--- config.mk ---
export PLATFORM = sky130hd
export DESIGN_NAME = led_frame_serializer
export DESIGN_NICKNAME = d
export VERILOG_FILES = /design/src/rtl/led_pkg.sv /design/src/rtl/led_pixel_shifter.sv /design/src/rtl/led_frame_serializer.sv
export SDC_FILE = /design/constraint.sdc
export NUM_CORES = 1
export LEC_CHECK = 0
export BUFFER_PORTS_ARGS = -buffer_cell sky130_fd_sc_hd__buf_4
export CORE_MARGIN = 10
export CORE_UTILIZATION = 55
export DETAILED_ROUTE_END_ITERATION = 8
export PLACE_DENSITY = 0.75
export SETUP_SLACK_MARGIN = 0.5
export SLEW_MARGIN = 30
export SYNTH_ARGS = -nofsm -noshare
export SYNTH_HDL_FRONTEND = slang
export SYNTH_HIERARCHICAL = 1
export SYNTH_SLANG_ARGS = --single-unit
--- constraint.sdc ---
create_clock -name clk -period 2.89 [get_ports clk]
set_input_delay 0.289 -clock clk [delete_from_list [all_inputs] [get_ports clk]]
set_output_delay 0.289 -clock clk [all_outputs]
set_load 0.005 [all_outputs]
--- src/rtl/led_pkg.sv ---
// Shared constants and FSM encoding for the LED stripe serializer and transmitter.
package led_pkg;

    localparam int unsigned BITS_PER_LED = 24;
    localparam int unsigned BIT_CNT_W    = 5;

    // GRB word layout: G occupies the top byte and is sent first.
    localparam int unsigned G_MSB = 23;
    localparam int unsigned B_LSB = 0;

    localparam int unsigned DEFAULT_N_LEDS       = 64;
    localparam int unsigned DEFAULT_ADDR_W       = 6;
    localparam int unsigned DEFAULT_LATCH_CYCLES = 5000;

    typedef enum logic [2:0] {
        ST_IDLE,
        ST_FETCH,
        ST_LOAD,
        ST_SHIFT,
        ST_LATCH
    } frame_state_e;

    function automatic logic is_last_bit(input logic [BIT_CNT_W-1:0] cnt);
        return cnt == BIT_CNT_W'(BITS_PER_LED - 1);
    endfunction

endpackage

--- src/rtl/led_pixel_shifter.sv ---
// Holds the current and prefetched GRB words and presents the current bit MSB-first.
module led_pixel_shifter
    import led_pkg::*;
(
    input  logic                    clk,
    input  logic                    rst,
    input  logic                    load,
    input  logic                    shift_en,
    input  logic                    last_led,
    input  logic                    next_cap,
    input  logic [BITS_PER_LED-1:0] pix_data,
    output logic                    bit_out,
    output logic                    last_bit
);

    logic [BITS_PER_LED-1:0] shift_q, shift_d;
    logic [BITS_PER_LED-1:0] next_q, next_d;
    logic [BIT_CNT_W-1:0]    bit_cnt_q, bit_cnt_d;

    always_comb begin
        shift_d   = shift_q;
        bit_cnt_d = bit_cnt_q;
        next_d    = next_cap ? pix_data : next_q;

        if (load) begin
            shift_d   = pix_data;
            bit_cnt_d = '0;
        end else if (shift_en) begin
            if (!is_last_bit(bit_cnt_q)) begin
                shift_d   = {shift_q[G_MSB-1:B_LSB], 1'b0};
                bit_cnt_d = bit_cnt_q + BIT_CNT_W'(1);
            end else if (!last_led) begin
                shift_d   = next_q;
                bit_cnt_d = '0;
            end else begin
                // Clearing the word drives the line low once the frame is out.
                shift_d   = '0;
                bit_cnt_d = '0;
            end
        end
    end

    always_ff @(posedge clk) begin
        if (rst) begin
            shift_q   <= '0;
            next_q    <= '0;
            bit_cnt_q <= '0;
        end else begin
            shift_q   <= shift_d;
            next_q    <= next_d;
            bit_cnt_q <= bit_cnt_d;
        end
    end

    assign bit_out  = shift_q[G_MSB];
    assign last_bit = is_last_bit(bit_cnt_q);

endmodule

--- src/rtl/led_frame_serializer.sv ---
// Frame sequencer: fetches pixels, feeds the bit shifter and times the end-of-frame latch.
module led_frame_serializer
    import led_pkg::*;
#(
    parameter int unsigned N_LEDS       = DEFAULT_N_LEDS,
    parameter int unsigned ADDR_W       = DEFAULT_ADDR_W,
    parameter int unsigned LATCH_CYCLES = DEFAULT_LATCH_CYCLES
) (
    input  logic                    clk,
    input  logic                    rst,
    input  logic                    frame_start,
    output logic                    frame_busy,
    output logic                    frame_done,
    output logic                    pix_rd_en,
    output logic [ADDR_W-1:0]       pix_addr,
    input  logic [BITS_PER_LED-1:0] pix_data,
    input  logic                    new_bit_rqst,
    output logic                    bit_to_transmit,
    output logic                    all_bits_shifted,
    input  logic                    new_frame_rqst
);

    localparam int unsigned LATCH_W = (LATCH_CYCLES > 1) ? $clog2(LATCH_CYCLES) : 1;
    localparam logic [ADDR_W-1:0]  LAST_IDX   = ADDR_W'(N_LEDS - 1);
    localparam logic [LATCH_W-1:0] LATCH_LAST = LATCH_W'(LATCH_CYCLES - 1);

    frame_state_e         state_q, state_d;
    logic [ADDR_W-1:0]    led_idx_q, led_idx_d;
    logic [LATCH_W-1:0]   latch_cnt_q, latch_cnt_d;
    logic                 pend_q, pend_d;
    logic                 pf_vld_q, pf_vld_d;
    logic                 pix_rd_en_q, pix_rd_en_d;
    logic [ADDR_W-1:0]    pix_addr_q, pix_addr_d;
    logic                 abs_q, abs_d;
    logic                 busy_q, busy_d;
    logic                 done_q, done_d;

    logic shift_en;
    logic load;
    logic last_led;
    logic last_bit;

    assign load     = (state_q == ST_LOAD);
    assign shift_en = (state_q == ST_SHIFT) && new_bit_rqst;
    assign last_led = (led_idx_q == LAST_IDX);

    led_pixel_shifter u_shifter (
        .clk      (clk),
        .rst      (rst),
        .load     (load),
        .shift_en (shift_en),
        .last_led (last_led),
        .next_cap (pf_vld_q),
        .pix_data (pix_data),
        .bit_out  (bit_to_transmit),
        .last_bit (last_bit)
    );

    always_comb begin
        state_d     = state_q;
        led_idx_d   = led_idx_q;
        latch_cnt_d = latch_cnt_q;
        pend_d      = pend_q;
        pix_rd_en_d = 1'b0;
        pix_addr_d  = pix_addr_q;

        case (state_q)
            ST_IDLE: begin
                if (frame_start) begin
                    state_d     = ST_FETCH;
                    pix_rd_en_d = 1'b1;
                    pix_addr_d  = '0;
                end
            end
            ST_FETCH: begin
                state_d   = ST_LOAD;
                led_idx_d = '0;
                if (N_LEDS > 1) begin
                    pix_rd_en_d = 1'b1;
                    pix_addr_d  = ADDR_W'(1);
                end
            end
            ST_LOAD: begin
                state_d = ST_SHIFT;
            end
            ST_SHIFT: begin
                if (new_bit_rqst && last_bit) begin
                    if (last_led) begin
                        state_d     = ST_LATCH;
                        latch_cnt_d = '0;
                    end else begin
                        led_idx_d = led_idx_q + ADDR_W'(1);
                        // Keep exactly one pixel ahead of the one being shifted.
                        if (32'(led_idx_q) + 32'd2 < N_LEDS) begin
                            pix_rd_en_d = 1'b1;
                            pix_addr_d  = led_idx_q + ADDR_W'(2);
                        end
                    end
                end
            end
            ST_LATCH: begin
                pend_d = pend_q | frame_start;
                if (latch_cnt_q == LATCH_LAST) begin
                    latch_cnt_d = '0;
                    pend_d      = 1'b0;
                    if (pend_q || frame_start) begin
                        state_d     = ST_FETCH;
                        pix_rd_en_d = 1'b1;
                        pix_addr_d  = '0;
                    end else begin
                        state_d = ST_IDLE;
                    end
                end else if (new_frame_rqst) begin
                    latch_cnt_d = latch_cnt_q + LATCH_W'(1);
                end else begin
                    latch_cnt_d = '0;
                end
            end
            default: begin
                state_d = ST_IDLE;
            end
        endcase

        // Data returning for any strobe other than the FETCH read belongs in next_reg.
        pf_vld_d = pix_rd_en_q && (state_q != ST_FETCH);
        abs_d    = (state_d != ST_SHIFT);
        busy_d   = (state_d != ST_IDLE);
        done_d   = (state_d == ST_LATCH) && (latch_cnt_d == LATCH_LAST);
    end

    always_ff @(posedge clk) begin
        if (rst) begin
            state_q     <= ST_IDLE;
            led_idx_q   <= '0;
            latch_cnt_q <= '0;
            pend_q      <= 1'b0;
            pf_vld_q    <= 1'b0;
            pix_rd_en_q <= 1'b0;
            pix_addr_q  <= '0;
            abs_q       <= 1'b1;
            busy_q      <= 1'b0;
            done_q      <= 1'b0;
        end else begin
            state_q     <= state_d;
            led_idx_q   <= led_idx_d;
            latch_cnt_q <= latch_cnt_d;
            pend_q      <= pend_d;
            pf_vld_q    <= pf_vld_d;
            pix_rd_en_q <= pix_rd_en_d;
            pix_addr_q  <= pix_addr_d;
            abs_q       <= abs_d;
            busy_q      <= busy_d;
            done_q      <= done_d;
        end
    end

    assign pix_rd_en        = pix_rd_en_q;
    assign pix_addr         = pix_addr_q;
    assign all_bits_shifted = abs_q;
    assign frame_busy       = busy_q;
    assign frame_done       = done_q;

endmodule

==> flow_summary.ini, run 1 <==
[status]
status = completed

[timing]
hold_slack_ns = 0.166
fin_skew_ns = 0.0132
maxSlewHeadroom_pct = 61.5
final.min_clock_period_ns = 2.33
setup_violations = 0
worst_pin_slew_ns = 0.577
rsz0062_at_grt = yes
slew_violations = 0
fmaxAchievable_mhz = 429
finalCritPeriodShare_pct = 80.7
finalHoldViolCount = 0
tns_ns = 0

[grt]
grt_pass1_wl_um = 17200
grt_pass1_vias = 3585
grt-ovfl-total = 0
antenna_found_initial = 0
grt_util_all_layers_pct = 17.6
grt_max_degree = 56

[yosys]
yosys.cell_types.count = 60
syn_nets = 531
syn_inst = 498
synth_seq_cells = 87
synth-edff-count = 0
synth_seq_area_share_pct = 40.4
syn_avg_cell_area_um2 = 8.65
synth_ff_type = dfxtp_1
yosys_warnings = 6
synth_area_mm2 = 0.00431
async_flop_share_pct = 0

[power_and_ir_drop]
p_per_area_mw_per_mm2 = 511
seqPwrFrac_pct = 51.3
p_sw_share_pct = 24.9
p_int_w = 0.00187
power_w = 0.00249
p_comb_share_pct = 9.9
ir_drop_v = 0.000262
clock_power_share_pct = 38.8
p_leak_nw = 1.76
p_switching_w = 0.000620

[place]
gp_congestion = 0.884
numPortBuffers = 39
hpwlAfterDp_um = 6510

[cts]
cts_tree = done
insertion_delay_ns = 0.36
cts_num_sinks = 87
numCtsBuffers = 9
cts-root-buf = clkbuf_8
h-tree-depth = 3
path_clk_slew_ns = 0.10
clockBufferDepth = 2

[detailed_routing]
vias_per_cell = 6.10
wl_per_cell_um = 16.5
finalWirelength_um = 10400
ant_nets = 0
dr.first_iter.drc_count = 214
drc_errors = 0
drt_pass1_iterations = 5
vias = 3833

[worst_setup_path]
worstPathCellList = ha_2 > nand4b_4 > inv_2 > nand3_2 > o31ai_4 > a21oi_1 > o31ai_1 > o221ai_1 > a2111oi_2
cp_top_family = compound AO/OA/AOI/OAI gates
crit_path_max_fanout = 10
arrival_ns = 2.58
cp-start-kind = flip-flop
critPathBufInv = 1
crit_path_end_kind = flip-flop
critPathSlowestCell = dfxtp_1
max_stage_delay_ns = 0.39
critPathKind = reg2reg
required_ns = 3.14

[floorplan]
dieArea_mm2 = 0.0118
rows = 32
ios = 40
die_w_um = 109
fp.dieH_um = 109
start_util_pct = 56.1
core_area_mm2 = 0.00769

[min_path]
hp-class = in2reg

[final_layout]
nFillCells = 677
final_core_util_pct = 63.5
antenna_cells = 0
drive_above_1_share_pct = 16.9
final_common_cell = dfxtp_1
seqCellArea_mm2 = 0.00174
most-common-layout-cells = dfxtp_1, nand3_1, buf_4
multiInputGateArea_mm2 = 0.00236
area_growth_pct = 13.2
nNetsFinal = 554

[run]
maxCapViolCount = 0
-- repair_timing --
action,in CTS,in global routing
resized for setup,5,2
hold buffers,0,0
setup buffers,0,5
endpoints found under the setup margin,1,29
pin swaps,0,2
-- flip-flops by register name, indices dropped and copies added (netlist names) --
| register | count |
|---|---|
| latch_cnt_q | 13 |
| u_shifter/shift_q | 24 |
| u_shifter/bit_cnt_q | 5 |
| state_q | 3 |
| pix_rd_en | 1 |
| frame_done | 1 |
| pend_q | 1 |
| u_shifter/next_q | 24 |
| pf_vld_q | 1 |
| frame_busy | 1 |
| pix_addr | 6 |
| all_bits_shifted | 1 |
| led_idx_q | 6 |
-- worst paths after layout --
kind                               start              endpoint  slack [ns]  cells past startpoint
setup / recovery  u_shifter/bit_cnt_q[0]            frame_done        0.56                      9
hold / removal              pix_data[17]  u_shifter/next_q[17]        0.17                      3
setup reg to reg  u_shifter/bit_cnt_q[0]            frame_done        0.56                      9
hold reg to reg      u_shifter/next_q[0]  u_shifter/shift_q[0]        0.47                      2
-- stage by stage --
| step | instance area (um2) | setup WS [ns] | std cells |
|---|---|---|---|
| finish | 4880 | 0.559 | 628 |
| global route | 4880 | 0.403 | 628 |
| CTS | 4830 | 0.516 | 623 |
| detailed placement | 4580 | 0.422 | 607 |
| global placement | 4580 | 0.488 | 607 |
| floorplan | 4310 | 0.606 | 498 |
-- tightest hold or removal path: cells and delay by family --
kind | cells | cell delay, ns
buf+inv | 1 | 0.08
simple gates | 1 | 0.07
mux | 1 | 0.06
-- power by group through the flow --
stage	logic, W	registers [W]	clock network (W)
after CTS	0.000246	0.00128	0.000985
after global routing	0.000275	0.00129	0.00104
after global placement	0.000238	0.00130	0
after detailed placement	0.000244	0.00130	0
after floorplan	0.000175	0.00129	0
final	0.000246	0.00128	0.000968
-- final cells by class --
type                    instances  area share [%]
flip-flops and latches         87            35.7
well taps                     102            2.62
clock inverters                 6            1.85
clock buffers                  10            2.82
multi-input cells             366            48.4
repair buffers                 52            8.26
inverters                       5           0.385
-- cells in the mapped netlist (2+ instances only) --
library cell	n	share of area, %
or3_1	9	1.3
nor2b_1	4	0.58
buf_2	13	1.5
a211oi_1	2	0.35
o2bb2ai_1	6	1.2
nor2_1	48	4.2
clkbuf_1	16	1.4
and3_1	5	0.73
nand4_1	8	1.2
nor4_1	2	0.29
nor3_1	9	1.0
nand2_1	15	1.3
dfxtp_1	87	40
nand3_1	59	6.9
buf_4	5	0.87
inv_1	4	0.35
o21ai_0	12	1.4
a31o_2	2	0.41
nor3b_1	25	4.4
and2_1	6	0.87
a21oi_1	44	5.1
xnor2_1	3	0.61
a22oi_1	2	0.35
nand3b_1	5	0.87
buf_6	5	1.3
ha_1	4	1.2
a31oi_1	27	3.9
xor2_1	7	1.4
mux2i_1	27	6.3
nand2b_1	3	0.44
and4_1	4	0.81
a22o_1	2	0.41
-- routing by layer --
| layer | track usage (%) | part of all wire, % |
|---|---|---|
| met2 | 27.9 | 47 |
| met4 | 6.59 | 2.3 |
| met1 | 22.0 | 43 |
| met5 | 0 | 0 |
| met3 | 5.23 | 7.1 |
-- logic make-up (layout without fill, tap and decap cells) --
family	count (synthesis)	count (layout)	synth area share, %
compound gates	111	111	16.1
xor+xnor	10	10	2.03
buf+inv	45	73	5.60
flops	87	87	40.4
simple gates	214	214	28.4
mux	27	27	6.27
fa+ha+maj	4	4	1.16
Power figures use the tool's default switching activity.
==> run 2: changes to the inputs <==
Settings changed: ABC_AREA set to 1, PLACE_DENSITY 0.75 to 0.74.
Clock period 2.89 ns to 2.3 ns, I/O delays scaled along.
==> flow_summary.ini, run 2 <==
[timing]
maxSlewHeadroom_pct = 69.0
rsz0062_at_grt = yes
setup_violations = 0
tns_ns = 0
finalHoldViolCount = 0
finalWorstSetupSlack_ns = 0.504
final.min_clock_period_ns = 1.80
slew_violations = 0
fin_skew_ns = 0.00853
finalCritPeriodShare_pct = 78.1
fmaxAchievable_mhz = 557
worst_pin_slew_ns = 0.465

[cts]
cts_tree = done
cts-root-buf = clkbuf_8
h-tree-depth = 3
insertion_delay_ns = 0.36
cts_num_sinks = 87
path_clk_slew_ns = 0.09
numCtsBuffers = 9
clockBufferDepth = 2

[power_and_ir_drop]
p_leak_nw = 2.28
power_w = 0.00345
p_per_area_mw_per_mm2 = 621
ir_drop_v = 0.000370

[detailed_routing]
drc_errors = 0
drt_pass1_iterations = 5
dr.first_iter.drc_count = 283
vias_per_cell = 5.51
ant_nets = 0
finalWirelength_um = 12400
wl_per_cell_um = 15.3
vias = 4471

[grt]
antenna_found_initial = 0
grt_util_all_layers_pct = 18.9
grt-ovfl-total = 0
grt_max_degree = 35
grt_pass1_wl_um = 20200
grt_pass1_vias = 4307

[run]
maxCapViolCount = 0

[worst_setup_path]
crit_path_max_fanout = 6
regToRegSetupSlack_ns = 0.50
arrival_ns = 2.10
max_stage_delay_ns = 0.37
worstPathCellList = ha_4 > nand2_2 > inv_2 > nand2_4 > inv_4 > nand2_4 > inv_4 > nand3_4 > nand2_4 > nand2_8 > buf_8 > nand2_4 > nand3_2 > nor2_2 > nand3_1 > nor2_1
critPathSlowestCell = dfxtp_2
cp-start-kind = flip-flop
critPathKind = reg2reg
crit_path_end_kind = flip-flop
required_ns = 2.60
cpMostUsedCell = nand2_4

[floorplan]
dieArea_mm2 = 0.0126
start_util_pct = 56.8
ios = 40
rows = 33
core_area_mm2 = 0.00826
fp.dieH_um = 112
die_w_um = 112

[yosys]
synth_seq_cells = 87
yosys.cell_types.count = 43
yosysTopAreaCell = dfxtp_1
synth-edff-count = 0
async_flop_share_pct = 0
synth_area_mm2 = 0.00469
synth_top_area_share_pct = 37.1
ys_top_cells_by_area = dfxtp_1, nand2_1, nor2_1
syn_nets = 682
synth_seq_area_share_pct = 37.1
syn_avg_cell_area_um2 = 7.22
syn_inst = 649
synth.most_common_cell = nand2_1
yosys_warnings = 6
synth_ff_type = dfxtp_1
synth_commonest_cells = nand2_1, nor2_1, dfxtp_1

[place]
gp_congestion = 0.951
hpwlAfterDp_um = 7890
place_ws_ns = 0.340
numPortBuffers = 39

[min_path]
hp-class = in2reg

[final_layout]
seqCellArea_mm2 = 0.00176
antenna_cells = 0
area_growth_pct = 18.4
final_core_util_pct = 67.2
most-common-layout-cells = nand2_1, nor2_1, dfxtp_1
nNetsFinal = 735
final_common_cell = nand2_1
drive_above_1_share_pct = 27.5
nFillCells = 722
multiInputGateArea_mm2 = 0.00261
top_regs = u_shifter/next_q: 24 flops, u_shifter/shift_q: 24 flops, latch_cnt_q: 13 flops

[status]
status = completed
## run 2: cell types whose count changed after synthesis, moves of 10 or more
cell / change
a22oi_1: +12
mux2i_1: -27
a21oi_2: +20
nor2_1: +56
a31oi_1: -26
nand3_2: +20
o21ai_0: +17
a22oi_2: +10
a21oi_1: -16
nand2_1: +111
nor3b_1: -24
inv_1: +64
## run 2: report_power, final
part | internal, W | switching, W | leakage [nW]
clock | 0.000445 | 0.000550 | 0.0922
sequential | 0.00162 | 0.0000726 | 0.712
combinational | 0.000330 | 0.000426 | 1.47
total | 0.00240 | 0.00105 | 2.28
## run 2: final timing paths
check | startpoint | end | depth (start not counted)
worst min-delay path | pix_data[18] | u_shifter/next_q[18] | 3
worst max register to register | u_shifter/bit_cnt_q[0] | frame_done | 16
worst max-delay path | u_shifter/bit_cnt_q[0] | frame_done | 16
worst min register to register | pend_q | pend_q | 2
## run 2: what timing repair did
action                     4_1_cts  5_1_grt
resized for setup               19       42
setup buffers                    8       13
hold buffers                     0        0
pin swaps                        8       20
cloned                           2        0
setup endpoints to repair       35       40
## run 2: metal layers
| metal | vias up | share of wire, % | GRT usage, % |
|---|---|---|---|
| met3 | 25 | 6.4 | 4.31 |
| met1 | 2073 | 43 | 22.9 |
| met2 | 148 | 49 | 32.0 |
| met5 | - | 0 | 0 |
| li1 | 2225 | - | - |
| met4 | 0 | 1.4 | 6.35 |
## run 2: per-stage QoR
step	hold slack (ns)	area, um2	instances
CTS	0.0934	5310	798
global route	0.105	5550	811
global placement	0.444	4970	773
finish	0.0997	5550	811
detailed placement	0.441	4970	773
floorplan	0.309	4700	649
## run 2: logic make-up (layout without fill, tap and decap cells)
logic type / Yosys count / count (layout) / share of synthesized area [%]
AO/OA/AOI/OAI: 115 / 115 / 16.9
buffers and inverters: 106 / 161 / 11.2
adder cells (fa/ha/maj): 4 / 4 / 1.07
AND/OR/NAND/NOR: 334 / 336 / 33.2
flip-flops: 87 / 87 / 37.1
XOR/XNOR: 3 / 3 / 0.561
## run 2: worst max-delay path: cells and delay by family, from the launching register on
family / cells / cell delay, ns
and+or+nand+nor: 11 / 0.87
adders and majority gates: 1 / 0.14
buffers and inverters: 4 / 0.35
DFF: 1 / 0.37
## run 2: area by class of cell
| type | instances | share of cell area (%) |
|---|---|---|
| Multi-Input combinational cell | 458 | 47.1 |
| Sequential cell | 87 | 31.7 |
| Tap cell | 105 | 2.37 |
| Timing Repair Buffer | 71 | 10.4 |
| Clock inverter | 3 | 0.338 |
| Inverter | 75 | 5.32 |
| Clock buffer | 12 | 2.79 |
